==> src/rtl/mvm_pkg.sv <==
// Shared definitions for the matrix-vector multiplier, its layer sequencer
// and the host wrappers: sequencer states and control/status bit positions.
package mvm_pkg;

  typedef enum logic [2:0] {
    ST_IDLE    = 3'd0,
    ST_START   = 3'd1,
    ST_RELEASE = 3'd2,
    ST_COPY    = 3'd3,
    ST_DONE    = 3'd4
  } mvm_state_t;

  // Host-side control/status word layout.
  localparam int HOST_RUN_BIT   = 0;
  localparam int HOST_DONE_BIT  = 0;
  localparam int HOST_LAYER_LSB = 8;
  localparam int HOST_LAYER_W   = 8;

  // Multiplier-side control/status word layout.
  localparam int MVM_START_BIT  = 0;
  localparam int MVM_DONE_BIT   = 0;

  // Clamp negative IEEE-754 words (sign bit set) to +0.0.
  function automatic logic [31:0] relu32(input logic [31:0] w);
    return w[31] ? 32'h0000_0000 : w;
  endfunction

endpackage

==> src/rtl/mvm_copy_engine.sv <==
// Copies LENGTH words from the y BRAM to the x BRAM: one read per cycle,
// each word written one cycle later (after optional ReLU). A start pulse
// launches a run; busy covers the LENGTH+1 cycles and done flags the last.
module mvm_copy_engine
  import mvm_pkg::*;
#(
  parameter int LENGTH    = 128,
  parameter int ADDR_SIZE = 12,
  parameter int RELU      = 1
) (
  input  logic                 clk,
  input  logic                 reset,
  input  logic                 start,
  output logic                 busy,
  output logic                 done,
  output logic [ADDR_SIZE-1:0] addr_y,
  input  logic [31:0]          rddata_y,
  output logic [ADDR_SIZE-1:0] addr_x,
  output logic [31:0]          wrdata_x,
  output logic [3:0]           we_x
);

  // One extra bit so the index can reach LENGTH without wrapping.
  localparam int IW = $clog2(LENGTH) + 1;
  localparam logic [IW-1:0] LAST = IW'(LENGTH);

  logic [IW-1:0]        idx;
  logic [IW+1:0]        byte_addr;
  logic                 rd_active;
  logic                 wr_valid;
  logic [ADDR_SIZE-1:0] wr_addr;

  assign byte_addr = {idx, 2'b00};
  assign rd_active = busy && (idx != LAST);
  assign done      = busy && (idx == LAST);

  // Read side: byte address of the current index, truncated to the port width.
  assign addr_y = rd_active ? ADDR_SIZE'(byte_addr) : '0;

  // Index counter plus the one-cycle delayed write address/valid.
  always_ff @(posedge clk or posedge reset) begin
    // NOTE: state registers use non-blocking assignments so every flop
    // samples the pre-edge values, independent of statement order.
    if (reset) begin
      busy     <= 1'b0;
      idx      <= '0;
      wr_valid <= 1'b0;
      wr_addr  <= '0;
    end else begin
      wr_valid <= rd_active;
      wr_addr  <= addr_y;
      if (start) begin
        busy <= 1'b1;
        idx  <= '0;
      end else if (busy) begin
        if (idx == LAST) begin
          busy <= 1'b0;
          idx  <= '0;
        end else begin
          idx <= idx + 1'b1;
        end
      end
    end
  end

  // Write side: data arrives from the BRAM one cycle after its address.
  always_comb begin
    addr_x   = '0;
    wrdata_x = '0;
    we_x     = 4'h0;
    if (wr_valid) begin
      addr_x   = wr_addr;
      wrdata_x = (RELU != 0) ? relu32(rddata_y) : rddata_y;
      we_x     = 4'hf;
    end
  end

endmodule

==> src/rtl/mvm_layer_sequencer.sv <==
// Runs NUM_LAYERS chained matrix-vector products: starts the multiplier,
// waits for its done/release handshake, then copies y back into x before
// the next layer. Reports done and the current layer to the host.
module mvm_layer_sequencer
  import mvm_pkg::*;
#(
  parameter int NUM_LAYERS = 3,
  parameter int LENGTH     = 128,
  parameter int ADDR_SIZE  = 12,
  parameter int RELU       = 1
) (
  input  logic                 clk,
  input  logic                 reset,
  input  logic [31:0]          host_control,
  output logic [31:0]          host_status,
  output logic [31:0]          mvm_control,
  input  logic [31:0]          mvm_status,
  output logic                 copy_sel,
  output logic [ADDR_SIZE-1:0] bram_addr_y,
  input  logic [31:0]          bram_rddata_y,
  output logic [ADDR_SIZE-1:0] bram_addr_x,
  output logic [31:0]          bram_wrdata_x,
  output logic [3:0]           bram_we_x
);

  localparam logic [7:0] LAST_LAYER = 8'(NUM_LAYERS - 1);

  mvm_state_t state, state_next;
  logic [7:0] layer;
  logic       run_req;
  logic       mvm_done;
  logic       mvm_start;
  logic       done_flag;
  logic       layer_clr;
  logic       layer_inc;
  logic       copy_start;
  logic       copy_busy;
  logic       copy_done;
  logic       unused_bits;

  assign run_req     = host_control[HOST_RUN_BIT];
  assign mvm_done    = mvm_status[MVM_DONE_BIT];
  assign unused_bits = ^{host_control[31:1], mvm_status[31:1], copy_busy};

  // State register and layer counter.
  always_ff @(posedge clk or posedge reset) begin
    if (reset) begin
      state <= ST_IDLE;
      layer <= '0;
    end else begin
      state <= state_next;
      if (layer_clr)      layer <= '0;
      else if (layer_inc) layer <= layer + 8'd1;
    end
  end

  // Next-state and control decode.
  always_comb begin
    // NOTE: every signal gets a default before the case so no path leaves
    // one unassigned, which would otherwise infer a latch.
    state_next = state;
    mvm_start  = 1'b0;
    done_flag  = 1'b0;
    layer_clr  = 1'b0;
    layer_inc  = 1'b0;
    copy_start = 1'b0;
    case (state)
      ST_IDLE: begin
        if (run_req) begin
          state_next = ST_START;
          layer_clr  = 1'b1;
        end
      end
      ST_START: begin
        mvm_start = 1'b1;
        if (mvm_done) state_next = ST_RELEASE;
      end
      ST_RELEASE: begin
        if (!mvm_done) begin
          if (layer == LAST_LAYER) begin
            state_next = ST_DONE;
          end else begin
            state_next = ST_COPY;
            copy_start = 1'b1;
          end
        end
      end
      ST_COPY: begin
        if (copy_done) begin
          state_next = ST_START;
          layer_inc  = 1'b1;
        end
      end
      ST_DONE: begin
        done_flag = 1'b1;
        if (!run_req) state_next = ST_IDLE;
      end
      default: state_next = ST_IDLE;
    endcase
  end

  // Pack the host and multiplier control/status words.
  always_comb begin
    host_status = '0;
    mvm_control = '0;
    host_status[HOST_DONE_BIT] = done_flag;
    host_status[HOST_LAYER_LSB +: HOST_LAYER_W] = layer;
    mvm_control[MVM_START_BIT] = mvm_start;
  end

  assign copy_sel = (state == ST_COPY);

  mvm_copy_engine #(
    .LENGTH   (LENGTH),
    .ADDR_SIZE(ADDR_SIZE),
    .RELU     (RELU)
  ) u_copy (
    .clk     (clk),
    .reset   (reset),
    .start   (copy_start),
    .busy    (copy_busy),
    .done    (copy_done),
    .addr_y  (bram_addr_y),
    .rddata_y(bram_rddata_y),
    .addr_x  (bram_addr_x),
    .wrdata_x(bram_wrdata_x),
    .we_x    (bram_we_x)
  );

endmodule

==> config.mk <==
export PLATFORM = sky130hd
export DESIGN_NAME = mvm_layer_sequencer
export DESIGN_NICKNAME = d
export VERILOG_FILES = /design/src/rtl/mvm_pkg.sv /design/src/rtl/mvm_copy_engine.sv /design/src/rtl/mvm_layer_sequencer.sv
export SDC_FILE = /design/constraint.sdc
export NUM_CORES = 1
export LEC_CHECK = 0
export CELL_PAD_IN_SITES_DETAIL_PLACEMENT = 1
export CELL_PAD_IN_SITES_GLOBAL_PLACEMENT = 1
export CORE_AREA = 2 2 118 120
export CTS_CLUSTER_SIZE = 14
export DETAILED_ROUTE_END_ITERATION = 6
export DIE_AREA = 0 0 120 122
export PLACE_DENSITY = 0.85
export SLEW_MARGIN = 20
export SYNTH_ARGS = -nofsm -noshare
export SYNTH_HDL_FRONTEND = slang
export SYNTH_SLANG_ARGS = --single-unit
==> constraint.sdc <==
create_clock -name clk -period 1.9 [get_ports clk]
set_input_delay 0.19 -clock clk [delete_from_list [all_inputs] [get_ports clk]]
set_output_delay 0.19 -clock clk [all_outputs]
set_load 0.01 [all_outputs]
==> out/metrics.yaml <==
run_status:
  outcome: "complete, but fails checks"
  violations: "negative setup slack"
floorplan:
  die_h_um: 122
  core_mm2: 0.01350
  pin_count: 223
  start_util_pct: 16.53
  die_w_um: 120
  die_area_mm2: 0.01464
  num_rows: 43
place:
  port_buffers: 97
  place.gp.congestion: 0.8486
  dp.cells: 546
  place_hpwl_um: 5379
  preCtsSetupSlack_ps: -371.1
  placed_area_mm2: 0.003336
sta:
  clock_skew_ps: 4.989
  fmax_ghz: 0.5103
  rsz0062_at_grt: "true"
  maxSlewViolCount: 0
  period_share_pct: 103.1
  setup_viol: 2
  period_minus_slack_ps: 1960
  hold_viol_final: 0
  setup_slack_ps: -59.52
power:
  power_frac_seq_pct: 24.2
  powerDensity_mw_per_mm2: 1140
  p_sw_share_pct: 36.32
  ir_drop_uv: 407.9
  p_leak_nw: 2.140
  combPwrFrac_pct: 56.9
  power_frac_clock_pct: 18.9
  total_power_mw: 4.334
  p_switching_mw: 1.574
  p_int_mw: 2.760
layout:
  nets: 488
  n_antenna_cell: 0
  multi_input_area_mm2: 0.001287
  seq_area_um2: 728.2
  area_delta_synth_final_pct: 70.35
  layout_commonest_cell: "clkdlybuf4s50_1"
  fin_util_pct: 28.16
  drive_gt1_share_pct: 18.86
  fin_area_mm2: 0.003802
  n_fill_cell: 1562
  stdcell_count: 567
  most-common-layout-cells: "64 x clkdlybuf4s50_1, 63 x conb_1, 48 x and2_1, 35 x buf_4, 30 x dlymetal6s2s_1"
setup_path:
  critPathKind: "reg -> reg"
  r2r_setup_slack_ps: -60
  crit_path_frequent_cell: "or3_4"
  rr_worst_depth: 6
  startpoint_type: "flop"
  worstReg2RegStart: "u_copy.idx[0]"
  crit_chain: "inv_2 -> ha_4 -> or4b_4 -> or3_4 -> or3_4 -> a21oi_2"
  cp-startpoint: "u_copy.idx[0]"
  slowest_stage: "or4b_4"
  cp.arrival_ps: 2170
  path_max_fanout: 2
  worst_r2r_endpoint: "layer[5]"
  required_ps: 2110
  critPathBufInv: 1
  critical-path-max-stage-delay_ps: 460
  cp-end-kind: "flop"
  critPathTopFamily: "simple AND/OR/NAND/NOR gates"
synthesis:
  ys_warn_count: 0
  ys_types: 39
  synth-seq-cells: 29
  syn_inst: 257
  seq_area_frac_synth_pct: 32.51
  avgSynthCellArea_um2: 8.685
  synth_area_mm2: 0.002232
global_routing:
  antenna_found_initial: 0
  grtUsageTotal_pct: 9.077
  gr-total-overflow: 0
  grt_max_degree: 32
  first_global_vias: 2017
  grt_pass1_wl_um: 10380
drt:
  remaining_drc_errors: 0
  wl_per_cell_um: 13.57
  vias_per_cell: 3.675
  drt_wl_total_um: 7695
  drtIter0Drc: 53
  dr.pass1.iters: 4
  vias: 2084
  ant_nets: 0
clock_network:
  cts_sinks: 29
  postCtsHoldBufs: 0
  clk_latency_ps: 280
  cts-htree-levels: 2
  cts_root_buf: "clkbuf_16"
  numCtsBuffers: 5
  cts_tree: "yes"
  cts_buffer_depth: 2
  clkTransAtPathRegs_ps: 50
min_path:
  hold_path_class: "in -> async"
job:
  drv_cap: 0
==> metal layers <==
metal,wire (um),track usage [%]
met1,2703,9.078
met2,4275,17.68
met3,569,2.013
met4,146,4.265
met5,0,0
==> cells in the mapped netlist <==
master / n / share of area, %
or4b_4: 1 / 0.62
xor2_1: 4 / 1.6
inv_1: 6 / 1.0
a31oi_1: 2 / 0.56
or3_1: 4 / 1.1
nor3_1: 1 / 0.22
xnor2_1: 2 / 0.78
nor4b_2: 1 / 0.67
o21ai_0: 3 / 0.67
nand3b_1: 4 / 1.3
or2_2: 1 / 0.28
a211oi_1: 1 / 0.34
nor2b_1: 2 / 0.56
and3_1: 4 / 1.1
nor2_1: 11 / 1.8
and4_1: 1 / 0.39
mux2i_1: 4 / 1.8
nand4_1: 4 / 1.1
nor4b_1: 3 / 1.2
or4_1: 1 / 0.34
a21oi_1: 7 / 1.6
and2_1: 50 / 14
or3b_2: 1 / 0.39
buf_2: 1 / 0.22
nand3_1: 6 / 1.3
nand2b_1: 2 / 0.56
nor3b_1: 3 / 1.0
nand2_1: 12 / 2.0
ha_1: 4 / 2.2
dfrtp_1: 29 / 33
buf_4: 69 / 23
clkbuf_1: 6 / 1.0
o31ai_1: 1 / 0.34
and4b_1: 1 / 0.45
and3b_1: 1 / 0.39
a2111oi_0: 1 / 0.39
conb_1: 1 / 0.17
nor4_1: 1 / 0.28
a22oi_1: 1 / 0.34
==> per-stage QoR <==
step,hold slack [ps],TNS [ps]
3_5_place_dp,571.5,-1367
6_report,299.2,-116.3
5_1_grt,341.1,-320.3
2_1_floorplan,268.1,0
4_1_cts,317.6,-32.91
3_3_place_gp,548.2,-814.0
==> state kept, by name, summed over array words and instances (netlist names) <==
register / count
u_copy.wr_addr: 8
state: 3
u_copy.idx: 8
u_copy.busy: 1
u_copy.wr_valid: 1
layer: 8
==> power by group through the flow <==
stage | Sequential, mW | Clock (mW) | Combinational, mW
after global routing | 1.09 | 0.885 | 2.68
final | 1.05 | 0.818 | 2.47
after floorplan | 1.07 | 0 | 0.999
after CTS | 1.04 | 0.849 | 2.30
after detailed placement | 1.03 | 0 | 2.20
after global placement | 1.02 | 0 | 2.13
==> tightest hold or removal path, stage by stage <==
cell and delay, ps:
clkdlybuf4s50_1 400, inv_1 50, buf_4 350
==> cell type report <==
cell class / instances / area share, %
Clock buffer: 7 / 4.014
Tap cell: 180 / 5.923
Clock inverter: 1 / 0.1316
Multi-Input combinational cell: 208 / 33.86
Inverter: 6 / 0.5923
Sequential cell: 29 / 19.15
Timing Repair Buffer: 136 / 36.33
==> how the worst max path moves through the flow <==
stage	slack [ps]	cells after the start	endpoint
5_1_grt	-140	7	layer[7]
4_1_cts	-30	6	layer[5]
3_5_place_dp	-370	6	bram_addr_y[9]
2_1_floorplan	10	6	layer[5]
6_report	-60	6	layer[5]
3_3_place_gp	-260	6	bram_addr_y[2]
==> cells by family (layout without fill, tap and decap cells) <==
| kind of cell | count (synthesis) | count (layout) | synth area share (%) |
|---|---|---|---|
| simple gates | 115 | 115 | 31.28 |
| buf+inv | 82 | 150 | 25.45 |
| flops | 29 | 29 | 32.51 |
| compound gates | 16 | 16 | 4.204 |
| xor+xnor | 6 | 6 | 2.354 |
| fa+ha+maj | 4 | 4 | 2.242 |
| mux | 4 | 4 | 1.794 |
| other cells | 1 | 63 | 0.1680 |
==> timing repair <==
item | 4_1_cts | 5_1_grt
pin swaps | 1 | 5
gates resized for setup | 16 | 46
cloned | 0 | 3
setup endpoints to repair | 24 | 40
setup buffers | 4 | 7
No activity file was read; power rests on OpenSTA's default activity.
